<file path="src/rtl/dcache_controller.sv">
// Direct-mapped write-back/write-allocate data cache between MEM stage
// and a multi-cycle block memory; misses stall the pipeline until refilled.
module dcache_controller #(
    parameter int LINES      = 16,
    parameter int BLOCK_BITS = 256
) (
    input  logic                  clk_i,
    input  logic                  rst_i,
    input  logic                  cpu_req_i,
    input  logic                  cpu_we_i,
    input  logic [31:0]           cpu_addr_i,
    input  logic [31:0]           cpu_data_i,
    output logic [31:0]           cpu_data_o,
    output logic                  cpu_stall_o,
    output logic                  mem_req_o,
    output logic                  mem_we_o,
    output logic [31:0]           mem_addr_o,
    output logic [BLOCK_BITS-1:0] mem_data_o,
    input  logic [BLOCK_BITS-1:0] mem_data_i,
    input  logic                  mem_ack_i
);

    localparam int IDX_W = $clog2(LINES);
    localparam int OFF_W = $clog2(BLOCK_BITS / 8);
    localparam int WRD_W = OFF_W - 2;
    localparam int TAG_W = 32 - IDX_W - OFF_W;

    typedef enum logic [1:0] {
        IDLE,
        WRITEBACK,
        ALLOCATE
    } state_e;

    state_e state_q, state_d;

    logic [LINES-1:0]      valid_q;
    logic [LINES-1:0]      dirty_q;
    logic [TAG_W-1:0]      tag_q  [LINES];
    logic [BLOCK_BITS-1:0] data_q [LINES];

    logic [IDX_W-1:0]      idx;
    logic [TAG_W-1:0]      tag;
    logic [WRD_W-1:0]      word;
    logic [WRD_W+4:0]      bit_off;
    logic [BLOCK_BITS-1:0] line;
    logic [31:0]           rd_word;
    logic                  hit;
    logic                  store_en;
    logic                  fill_en;
    logic [1:0]            unused_addr;

    assign idx         = cpu_addr_i[OFF_W +: IDX_W];
    assign tag         = cpu_addr_i[31 -: TAG_W];
    assign word        = cpu_addr_i[2 +: WRD_W];
    assign bit_off     = {word, 5'b00000};
    assign line        = data_q[idx];
    assign rd_word     = line[bit_off +: 32];
    assign hit         = cpu_req_i & valid_q[idx] & (tag_q[idx] == tag);
    assign unused_addr = cpu_addr_i[1:0];

    always_comb begin
        state_d     = state_q;
        cpu_stall_o = 1'b0;
        cpu_data_o  = '0;
        mem_req_o   = 1'b0;
        mem_we_o    = 1'b0;
        mem_addr_o  = '0;
        mem_data_o  = '0;
        store_en    = 1'b0;
        fill_en     = 1'b0;
        unique case (state_q)
            IDLE: begin
                if (cpu_req_i) begin
                    if (hit) begin
                        if (cpu_we_i) store_en = 1'b1;
                        else          cpu_data_o = rd_word;
                    end else begin
                        cpu_stall_o = 1'b1;
                        state_d = (valid_q[idx] & dirty_q[idx]) ? WRITEBACK : ALLOCATE;
                    end
                end
            end
            WRITEBACK: begin
                cpu_stall_o = 1'b1;
                mem_req_o   = 1'b1;
                mem_we_o    = 1'b1;
                mem_addr_o  = {tag_q[idx], idx, {OFF_W{1'b0}}};
                mem_data_o  = line;
                if (mem_ack_i) state_d = ALLOCATE;
            end
            ALLOCATE: begin
                cpu_stall_o = 1'b1;
                mem_req_o   = 1'b1;
                mem_addr_o  = {tag, idx, {OFF_W{1'b0}}};
                if (mem_ack_i) begin
                    fill_en = 1'b1;
                    state_d = IDLE;
                end
            end
            default: state_d = IDLE;
        endcase
    end

    always_ff @(posedge clk_i) begin
        if (rst_i) begin
            state_q <= IDLE;
            valid_q <= '0;
            dirty_q <= '0;
        end else begin
            state_q <= state_d;
            if (fill_en) begin
                valid_q[idx] <= 1'b1;
                dirty_q[idx] <= 1'b0;
            end else if (store_en) begin
                dirty_q[idx] <= 1'b1;
            end
        end
    end

    // Arrays carry no reset; valid bits alone decide whether contents matter.
    always_ff @(posedge clk_i) begin
        if (!rst_i) begin
            if (fill_en) begin
                data_q[idx] <= mem_data_i;
                tag_q[idx]  <= tag;
            end else if (store_en) begin
                data_q[idx][bit_off +: 32] <= cpu_data_i;
            end
        end
    end

endmodule

</file>
<file path="config.mk">
export PLATFORM = sky130hd
export DESIGN_NAME = dcache_controller
export DESIGN_NICKNAME = d
export VERILOG_FILES = /design/src/rtl/dcache_controller.sv
export SDC_FILE = /design/constraint.sdc
export NUM_CORES = 2
export LEC_CHECK = 0
export CORE_UTILIZATION = 35
export DETAILED_ROUTE_END_ITERATION = 16
export GPL_ROUTABILITY_DRIVEN = 0
export HOLD_SLACK_MARGIN = 0.15
export PLACE_DENSITY = 0.57
export SLEW_MARGIN = 10
export SYNTH_ARGS = -nofsm -noshare
export SYNTH_HDL_FRONTEND = slang
export SYNTH_MEMORY_MAX_BITS = 65536
export SYNTH_SLANG_ARGS = --single-unit
</file>
<file path="constraint.sdc">
create_clock -name clk_i -period 8.26 [get_ports clk_i]
set_input_delay 0.826 -clock clk_i [delete_from_list [all_inputs] [get_ports clk_i]]
set_output_delay 0.826 -clock clk_i [all_outputs]
set_load 0.01 [all_outputs]
</file>
==> reports/results.txt <==
Outcome: finished, final reports clean
Critical Path Fanout Max: 120
Fmax: 0.1433 GHz
Multi-input logic area: 42450 µm²
Largest family of logic cells by synthesized area: multiplexers
IO Count: 648
Final Hold Fails: 0
Final TNS setup: 0 ns
Maximum VDD drop: 0.2046 mV
Area fraction in compound gates after synthesis: 0.6969%
DP Wirelength: 362.4 mm
Drt wl/cell: 36.67 µm
Clock share of power: 41.0%
Buffers plus inverters on the worst setup path: 4
Via Count: 89114
Clock Skew: 0.05680 ns
Pleak: 64.35 nW
Root Buffer: clkbuf_16
Leading cell type in the layout, fill and taps excluded: edfxtp_1
I/O Buffers: 640
Dpl cell area: 194700 µm²
Number of routed nets with antenna violations: 0
Crit-path leading delay family: buffers and inverters
Least-Margin Pin Slew: 1.282 ns
Sw Ratio: 22.64%
Most frequent cells in the layout: 4464 x edfxtp_1, 1425 x mux4_2, 602 x clkdlybuf4s50_1, 453 x clkbuf_16, 279 x buf_4
Setup CP Type: in2out
Post-synth EDFFs: 4464
Clk pin slew, worst setup/hold paths: 0.06 ns
Drt initial violations: 11301
Clock Latency Late Sink: 1.02 ns
Internal: 37.56 mW
PD cells: 232.1 nW/µm²
Startpoint types: primary input
# resized after CTS: 0
Synth Area in Adders: 0.04224%
Top FF cell, synth: edfxtp_1
Synth Area in XOR/XNOR: 0.1429%
Final nets: 8958
Period utilization: 84.49%
Logic gate share of total power: 7.1%
P_sw: 10.99 mW
Vias in the first global route: 88010
Largest area contributor in the netlist: edfxtp_1
Post-synth top area share: 75.42%
Grt total ovfl: 0
Synth Instances: 7666
Max_slew headroom: 14.35%
Initial antenna violation count: 140
Initial Util: 35.16%
Slowest cell on the critical path: clkdlybuf4s50_1
Max_cap viols: 0
Setup repair bufs after CTS: 0
Synth area leaders: edfxtp_1 75%, mux4_2 18%, mux2_2 1.6%
Post-DR vias/cell: 5.615
Required time of the critical path: 7.43 ns
RSZ-0062 raised after global routing: no
CTS sink cnt: 4498
Final Slew Violations: 0
CP arrival: 6.15 ns
Area Overhead vs Synth: 17.71%
Final Core Density: 41.39%
Total die area: 510700 µm²
DRT Pass-1 Iters: 5
First-pass GRT wire length: 777.2 mm
Cell Chain, Critical Path: buf_16 -> buf_12 -> mux4_2 -> mux2i_1 -> o2111ai_1 -> o32a_1 -> nor3_1 -> nor4bb_1 -> nand4_1 -> buf_4 -> a21oi_1 -> clkdlybuf4s50_1
Synth cell types: 64
Final setup viols: 0
Mux cell area share after synthesis: 20.21%
FF/Latch Area: 134700 µm²
Filler instances: 43585
Sequential share of power: 51.9%
Syn_area_per_cell: 23.19 µm²
Die X-Extent: 714.6 µm
Maximum clock path buffer count: 4
CP max stage delay: 0.97 ns
Post-Syn Area: 177700 µm²
Hold Buf Count CTS: 0
Post-synthesis async set-or-reset flop share: 0%
Min cycle time layout: 6.979 ns
Total track usage: 22.39%
Layout cells sized above 1: 31.29%
CTS Buf Count: 448
Post-Synth Simple-Gate Area: 2.056%
Core box area: 505500 µm²
H-tree depth: 5
Core Rows: 261
Die H: 714.6 µm
Synth Warn #: 0
Fin area: 209200 µm²
Final WL: 581.9 mm
Sequential fraction of the synthesis area: 75.80%
#FFs+latches synth: 4498
Hold Crit Class: reg2reg
TritonCTS clock tree: yes
Endpoint class of the critical path: primary output
Detailed-route DRC error count: 0
Largest net degree at the start of global routing: 155
[metal layers]
metal  track usage, %  wire, µm
met1            28.94    216700
met2            35.65    276700
met3            6.029     60200
met4            9.730     28060
met5                0       278
[logic make-up after synthesis]
family / count (synthesis)
flops: 4498
mux: 1775
simple gates: 715
buf+inv: 463
compound gates: 179
xor+xnor: 29
fa+ha+maj: 6
other cells: 1
[per-stage QoR]
stage | setup slack [ns] | cells | hold WS [ns] | total power [mW]
6_report | 1.281 | 15871 | 0.4828 | 48.55
3_3_place_gp | 1.017 | 14882 | 0.4602 | 29.05
3_5_place_dp | 1.278 | 14883 | 0.4685 | 29.11
4_1_cts | 1.258 | 15708 | 0.4823 | 48.81
2_1_floorplan | 2.169 | 7670 | 0.4434 | 27.30
5_1_grt | 0.8346 | 15745 | 0.5086 | 49.66
[sequential cells by signal, indices dropped and copies added (netlist names), named ones only]
register,cells
tag_q,368
state_q,2
valid_q,16
data_q,4096
[final timing paths]
| path | slack [ns] | to | start | cells after the start |
|---|---|---|---|---|
| max | 1.28 | cpu_data_o[13] | cpu_addr_i[5] | 12 |
| min | 0.48 | valid_q[3] | valid_q[3] | 1 |
| max reg2reg | 2.89 | data_q[11][78] | tag_q[13][20] | 12 |
| min reg2reg | 0.48 | valid_q[3] | valid_q[3] | 1 |
[cell type report]
type	count	share of cell area, %
repair buffers	951	4.308
diodes	163	0.1950
flip-flops and latches	4498	64.40
multi-input cells	2709	20.29
inverters	19	0.03529
clock inverters	257	1.138
clock buffers	568	5.625
well taps	6706	4.011
[synthesized netlist by cell type (all sizes together), types with 3 or more instances]
master / number
a311oi: 4
mux2: 261
xnor2: 13
dfxtp: 34
a22o: 10
xor2: 16
inv: 17
edfxtp: 4464
or4: 4
a2bb2oi: 3
a211oi: 5
nor3: 7
o211ai: 6
and2: 265
o311ai: 3
ha: 6
o22ai: 5
o21ai: 12
nand4: 7
o32ai: 4
a21oi: 48
nor2b: 43
mux2i: 89
nand2b: 7
nor2: 177
a31oi: 10
clkbuf: 291
a22oi: 19
a21o: 17
buf: 153
mux4: 1425
nand3: 35
a21boi: 9
nand2: 155
a32oi: 8
[power groups by stage]
| stage | registers (mW) | logic (mW) | clock network, mW |
|---|---|---|---|
| final | 25.2 | 3.44 | 19.9 |
| after global routing | 25.2 | 3.54 | 21.0 |
| after CTS | 25.2 | 3.45 | 20.2 |
| after detailed placement | 25.7 | 3.45 | 0 |
| after global placement | 25.7 | 3.39 | 0 |
| after floorplan | 25.7 | 1.64 | 0 |
(Power assumes the default switching activity.)
